[src/rtl/layer_output_serializer.sv]
// Layer output serializer: gathers one sigmoid-activated posit from each
// upstream positron into a slot buffer, then streams the full set as one
// window (sow ... eow) in slot-index order to the next layer.
module layer_output_serializer #(
  parameter int POSIT_WIDTH = 4,
  parameter int NB_POSITRON = 16
) (
  input  logic                               clk,
  input  logic                               rst_n,
  input  logic [NB_POSITRON-1:0]             rts_i,
  input  logic [NB_POSITRON-1:0]             eow_i,
  input  logic [NB_POSITRON*POSIT_WIDTH-1:0] posit_i,
  output logic [NB_POSITRON-1:0]             rtr_o,
  input  logic                               rtr_i,
  output logic                               rts_o,
  output logic                               sow_o,
  output logic                               eow_o,
  output logic [POSIT_WIDTH-1:0]             posit_o
);

  localparam int IDX_WIDTH = (NB_POSITRON <= 2) ? 1 : $clog2(NB_POSITRON);
  localparam logic [IDX_WIDTH-1:0] LAST_IDX = IDX_WIDTH'(NB_POSITRON - 1);
  localparam logic [NB_POSITRON-1:0] ALL_ONES = {NB_POSITRON{1'b1}};
  localparam logic [NB_POSITRON-1:0] ALL_ZEROS = {NB_POSITRON{1'b0}};

  typedef enum logic {
    COLLECT = 1'b0,
    EMIT    = 1'b1
  } state_t;

  state_t                               state_r;
  logic [NB_POSITRON-1:0]               valid_r;
  logic [NB_POSITRON*POSIT_WIDTH-1:0]   slot_r;
  logic [IDX_WIDTH-1:0]                 idx_r;
  logic                                 rts_r;
  logic                                 sow_r;
  logic                                 eow_r;
  logic [POSIT_WIDTH-1:0]               posit_r;

  logic [NB_POSITRON-1:0]               cap_s;
  logic [NB_POSITRON-1:0]               valid_next_s;
  logic [NB_POSITRON*POSIT_WIDTH-1:0]   slot_next_s;
  logic [IDX_WIDTH-1:0]                 idx_inc_s;

  // Select one posit word out of a packed slot buffer.
  function automatic logic [POSIT_WIDTH-1:0] get_slot(
    input logic [NB_POSITRON*POSIT_WIDTH-1:0] buf_v,
    input logic [IDX_WIDTH-1:0]               sel
  );
    return buf_v[sel*POSIT_WIDTH +: POSIT_WIDTH];
  endfunction

  // Ready-to-receive per positron: open only for empty slots while collecting.
  always_comb begin
    rtr_o = ALL_ZEROS;
    if (state_r == COLLECT) begin
      rtr_o = ~valid_r;
    end else begin
      rtr_o = ALL_ZEROS;
    end
  end

  // Capture qualification: a result is taken only with eow and an empty slot.
  always_comb begin
    cap_s = ALL_ZEROS;
    if (state_r == COLLECT) begin
      cap_s = rts_i & eow_i & ~valid_r;
    end else begin
      cap_s = ALL_ZEROS;
    end
    valid_next_s = valid_r | cap_s;
    idx_inc_s    = idx_r + IDX_WIDTH'(1);
  end

  // Next slot contents, merging this cycle's captures over the held values.
  always_comb begin
    slot_next_s = slot_r;
    for (int k = 0; k < NB_POSITRON; k++) begin
      if (cap_s[k]) begin
        slot_next_s[k*POSIT_WIDTH +: POSIT_WIDTH] = posit_i[k*POSIT_WIDTH +: POSIT_WIDTH];
      end else begin
        slot_next_s[k*POSIT_WIDTH +: POSIT_WIDTH] = slot_r[k*POSIT_WIDTH +: POSIT_WIDTH];
      end
    end
  end

  // Collect/emit FSM; output word, sow and eow are loaded one step ahead so
  // they come straight from flops and never see rtr_i combinationally.
  always_ff @(posedge clk or negedge rst_n) begin
    if (!rst_n) begin
      state_r <= COLLECT;
      valid_r <= ALL_ZEROS;
      slot_r  <= {(NB_POSITRON*POSIT_WIDTH){1'b0}};
      idx_r   <= {IDX_WIDTH{1'b0}};
      rts_r   <= 1'b0;
      sow_r   <= 1'b0;
      eow_r   <= 1'b0;
      posit_r <= {POSIT_WIDTH{1'b0}};
    end else begin
      case (state_r)
        COLLECT: begin
          slot_r  <= slot_next_s;
          valid_r <= valid_next_s;
          idx_r   <= {IDX_WIDTH{1'b0}};
          if (valid_next_s == ALL_ONES) begin
            state_r <= EMIT;
            rts_r   <= 1'b1;
            sow_r   <= 1'b1;
            eow_r   <= 1'b0;
            posit_r <= get_slot(slot_next_s, {IDX_WIDTH{1'b0}});
          end else begin
            state_r <= COLLECT;
            rts_r   <= 1'b0;
            sow_r   <= 1'b0;
            eow_r   <= 1'b0;
            posit_r <= {POSIT_WIDTH{1'b0}};
          end
        end
        EMIT: begin
          if (rtr_i) begin
            if (idx_r == LAST_IDX) begin
              state_r <= COLLECT;
              valid_r <= ALL_ZEROS;
              idx_r   <= {IDX_WIDTH{1'b0}};
              rts_r   <= 1'b0;
              sow_r   <= 1'b0;
              eow_r   <= 1'b0;
              posit_r <= {POSIT_WIDTH{1'b0}};
            end else begin
              idx_r   <= idx_inc_s;
              sow_r   <= 1'b0;
              eow_r   <= (idx_inc_s == LAST_IDX);
              posit_r <= get_slot(slot_r, idx_inc_s);
            end
          end else begin
            idx_r   <= idx_r;
            posit_r <= posit_r;
          end
        end
        default: begin
          state_r <= COLLECT;
          valid_r <= ALL_ZEROS;
          idx_r   <= {IDX_WIDTH{1'b0}};
          rts_r   <= 1'b0;
          sow_r   <= 1'b0;
          eow_r   <= 1'b0;
          posit_r <= {POSIT_WIDTH{1'b0}};
        end
      endcase
    end
  end

  assign rts_o   = rts_r;
  assign sow_o   = sow_r;
  assign eow_o   = eow_r;
  assign posit_o = posit_r;

endmodule

[config.mk]
export PLATFORM = sky130hd
export DESIGN_NAME = layer_output_serializer
export DESIGN_NICKNAME = d
export VERILOG_FILES = /design/src/rtl/layer_output_serializer.sv
export SDC_FILE = /design/constraint.sdc
export NUM_CORES = 1
export LEC_CHECK = 0
export ABC_AREA = 0
export ABC_CLOCK_PERIOD_IN_PS = 3100
export BUFFER_PORTS_ARGS = -buffer_cell sky130_fd_sc_hd__buf_4
export CORE_ASPECT_RATIO = 1.1
export CORE_MARGIN = 2
export CORE_UTILIZATION = 25
export DETAILED_ROUTE_END_ITERATION = 10
export SYNTH_ARGS = -nofsm -noshare
export SYNTH_HDL_FRONTEND = slang
export SYNTH_SLANG_ARGS = --single-unit
[constraint.sdc]
create_clock -name clk -period 3.1 [get_ports clk]
set_clock_uncertainty 0.15 [all_clocks]
set_input_delay 0.31 -clock clk [delete_from_list [all_inputs] [get_ports clk]]
set_output_delay 0.31 -clock clk [all_outputs]
set_load 0.02 [all_outputs]
==> results summary <==
The transition time of the tightest slew-check pin is 0.844 ns. The initial standard-cell utilization of the core came out at 25.4%. The element type at the critical path start is a flip-flop.

The type of the worst setup path is flip-flop to flip-flop. After detailed routing, the number of remaining DRC violations is 0. In this run the static leakage power is just under 3 nW. The count of nets left with antenna violations once routing finished came out at 0. The final weighted congestion in routability-driven placement came out at 0.829.

The number of detailed-routing iterations run before antenna repair is 4. The half-perimeter wire length after detailed placement is 10500 um. The number of slew-limit violations in the final report is 0. Traced cell by cell, the critical path runs through buf_4, and4bb_1, o22ai_1, nor4_4, nand2_2, o211ai_2. The total of warnings raised by yosys is 0.

The number of different library cells in the post-synthesis netlist is 37. The number of buffers added on ports came out at 121. The tightest min-delay check is of the input port to flip-flop type. The signal arrival time at the worst endpoint came out at roughly 2.4 ns.

In this run the worst setup path begins at state_r. The initial antenna violation count is 0. In this run the critical register-to-register path is captured at posit_o[2]. In this run the vertical extent of the chip is 144 um. The largest single stage delay on the critical path is 0.50 ns. The endpoint of the most critical setup path is posit_o[2].

Setup repair after global routing left no endpoint under its margin. The number of global-route vias before repair is 3396. The number of nets handed over by synthesis was 451. The final-layout setup total negative slack is 0 ns. Using the TritonRoute via totals, the vias-per-cell ratio works out to 4.52.

In this run the worst path has a maximum fanout of 17. The area of the die is around 19000 um^2. The maximum VDD drop came out at 0.342 mV. Entering global routing, the biggest net connects 50 pins. The average wire length per cell after detail routing came out at 18.1 um.

The register-to-register setup slack is 0.83 ns. The endpoint kind of the worst setup timing path is a flip-flop. Setup violations remaining at the end of the flow were counted as 0. The number of hold-slack violations in the final timing report came out at 0. The register clock-pin slew on the reported worst setup and hold paths came out at 0.06 ns. The total standard cell area after synthesis came out at 4450 um^2.

In this run the critical register-to-register path is launched from state_r. The sink count of the clock tree is 92. The final critical-path setup slack is 0.835 ns. The signed area change from the synthesized netlist to the final layout came out at 32.6%.

In the final layout, the multi-input gates occupy 2010 um^2. The die span in x came out at roughly 130 um. In the layout the commonest cells are 128 x sky130_fd_sc_hd__buf_4, 92 x sky130_fd_sc_hd__dfrtp_1, 64 x sky130_fd_sc_hd__mux2_2. At the placement stage, the worst setup path has a slack of roughly 0.8 ns. For this block, the initial DRC count from the detailed router was 141.

The upper clock frequency limit is 0.441 GHz. The clock passes through at most 2 buffers. Along the worst hold path, the cell count comes to 2. Counting cells, the worst reg-to-reg path comes to 6. After synthesis, flip-flops and latches occupy 51.7% of the total area. The total area inside the core boundary comes to between 15000 and 20000 um^2. The post-cts hold buffer count came out at 1. Counting I/O delays and the setup requirement, the final critical path takes roughly 2.3 ns. The count of standard-cell rows came out at 51. For this design, the slowest cell found on the critical path is sky130_fd_sc_hd__and4bb_1.

The share of layout cells above drive strength 1 is between 40% and 50%. The tool flagged a number of max-cap violations equal to 0. The number of standard cells after synthesis is 350.

The clock tree from TritonCTS is built. For this design the top-level I/O count stands at around 120. The power after layout is roughly 0.0045 W. Once the clock tree was built, the resizer swapped 0 gates to a different size. The clock insertion delay at the later pin of the skew report is 0.34 ns.

The total congestion overflow is 0. The number of H-tree levels is 3. The overall fraction of global-route tracks in use came out at 14.1%. Synthesis inferred 92 register bits. After filler insertion, the fill cell instance count of the layout stands at ~1.8k. The detailed-route via count came out at approximately 3.2k. The cell area after layout came out at 5900 um^2.

The post-layout net count is 565. The diode insertion count for antenna repair came out at 0. The cell area after placement is 5600 um^2. Power spread over the standard cell area amounts to 755 nW/um^2. The clock tree root buffer cell is sky130_fd_sc_hd__clkbuf_16. The global-route wire length before repair came out at 19700 um. The flow ran to the end, and the final reports show no timing, DRC or antenna violations. Buffers inserted during clock tree synthesis total 9. The buffers inserted during post-CTS setup optimization is 0. The share of the cycle needed by the critical path after routing came out at 73.1%. For the worst setup path, the data required time is 3.21 ns. Registers take 2300 um^2. The mean cell area of the mapped netlist is 12.7 um^2. The headroom to the max-slew limit is 43.5%.

The library cell used most frequently in the layout, excluding fill and tap cells, is sky130_fd_sc_hd__buf_4. The total routed wirelength came out at 12800 um.
flip-flops by register name, summed over array words and instances (netlist names):
name and cells:
state_r 1, valid_r 16, slot_r 64, posit_o 4
eow_o 1, idx_r 4, rts_o 1, sow_o 1
cell type report:
type,count,share of cell area [%]
inverters,3,0.191
clock inverters,2,0.593
multi-input cells,228,34.1
flip-flops and latches,92,39.0
repair buffers,130,16.8
clock buffers,12,4.34
well taps,238,5.04
worst max-delay path: cells and delay by family (launching register included):
kind	cells	cell delay, ns
and+or+nand+nor	3	0.96
DFF	1	0.47
AOI/OAI and AO/OA	2	0.37
buffers and inverters	1	0.23
per-stage QoR:
| step | hold slack (ns) | cells | util (%) |
|---|---|---|---|
| detailed placement | 0.218 | 690 | 31.9 |
| finish | 0.0476 | 705 | 33.6 |
| floorplan | -0.136 | 350 | - |
| CTS | 0.0343 | 705 | 33.6 |
| global route | 0.0345 | 705 | 33.6 |
| global placement | 0.207 | 690 | 31.9 |
cell usage after synthesis:
library cell               count  area [um^2]
sky130_fd_sc_hd__dfrtp_1      92         2300
sky130_fd_sc_hd__mux2_2       64          721
sky130_fd_sc_hd__nor2_1       50          188
sky130_fd_sc_hd__mux4_2       16          360
sky130_fd_sc_hd__clkbuf_1     15         56.3
sky130_fd_sc_hd__and3_1       14         87.6
sky130_fd_sc_hd__and3b_1      14          123
sky130_fd_sc_hd__nand2_1      13         48.8
sky130_fd_sc_hd__buf_2         8         40.0
sky130_fd_sc_hd__o22ai_1       7         43.8
sky130_fd_sc_hd__a22oi_1       4         30.0
sky130_fd_sc_hd__mux2i_1       4         40.0
sky130_fd_sc_hd__o21ai_0       4         20.0
sky130_fd_sc_hd__a211o_1       3         26.3
sky130_fd_sc_hd__a211oi_1      3         22.5
sky130_fd_sc_hd__a21oi_1       3         15.0
sky130_fd_sc_hd__inv_1         3         11.3
sky130_fd_sc_hd__nor2b_1       3         18.8
sky130_fd_sc_hd__o211ai_2      3         37.5
sky130_fd_sc_hd__o21ai_1       3         15.0
sky130_fd_sc_hd__xor2_1        3         26.3
sky130_fd_sc_hd__a21o_1        2         15.0
sky130_fd_sc_hd__buf_4         2         15.0
sky130_fd_sc_hd__buf_6         2         22.5
sky130_fd_sc_hd__ha_1          2         25.0
sky130_fd_sc_hd__nor4_4        2         42.5
sky130_fd_sc_hd__a31oi_1       1         6.26
sky130_fd_sc_hd__a31oi_2       1         12.5
sky130_fd_sc_hd__a32o_1        1         10.0
sky130_fd_sc_hd__and4bb_1      1         12.5
sky130_fd_sc_hd__nand2_2       1         6.26
sky130_fd_sc_hd__nand2b_1      1         6.26
sky130_fd_sc_hd__nand3_1       1         5.00
sky130_fd_sc_hd__nor3_2        1         10.0
sky130_fd_sc_hd__nor4bb_1      1         10.0
sky130_fd_sc_hd__o211ai_1      1         7.51
sky130_fd_sc_hd__o22ai_2       1         12.5
worst min path at each step:
stage / from / end / slack, ns
after CTS: posit_i[18] / slot_r[18] / 0.03
after global placement: rst_n / slot_r[43] / 0.21
after detailed placement: rst_n / slot_r[41] / 0.22
after global routing: posit_i[48] / slot_r[48] / 0.03
after floorplan: rst_n / eow_o / -0.14
final: posit_i[50] / slot_r[50] / 0.05
where the power goes:
group          total (W)  internal [W]  switching (W)
clock network    0.00109      0.000658       0.000434
registers        0.00196       0.00162       0.000338
logic            0.00141      0.000821       0.000587
logic make-up (layout without fill, tap and decap cells):
family,after synthesis,in the layout,share of synthesized area [%]
AND/OR/NAND/NOR,102,102,12.5
flip-flops,92,92,51.7
multiplexers,84,84,25.2
AO/OA/AOI/OAI,37,37,6.16
buffers and inverters,30,147,3.26
XOR/XNOR,3,3,0.590
adder cells (fa/ha/maj),2,2,0.562
routing by layer:
metal | global-route usage, % | vias up | wire length, um
met4 | 5.66 | 0 | 271
met3 | 3.84 | 17 | 705
met5 | 0 | - | 0
met1 | 16.4 | 1605 | 5240
li1 | - | 1490 | -
met2 | 25.0 | 78 | 6540
No activity file was read; power rests on OpenSTA's default activity.
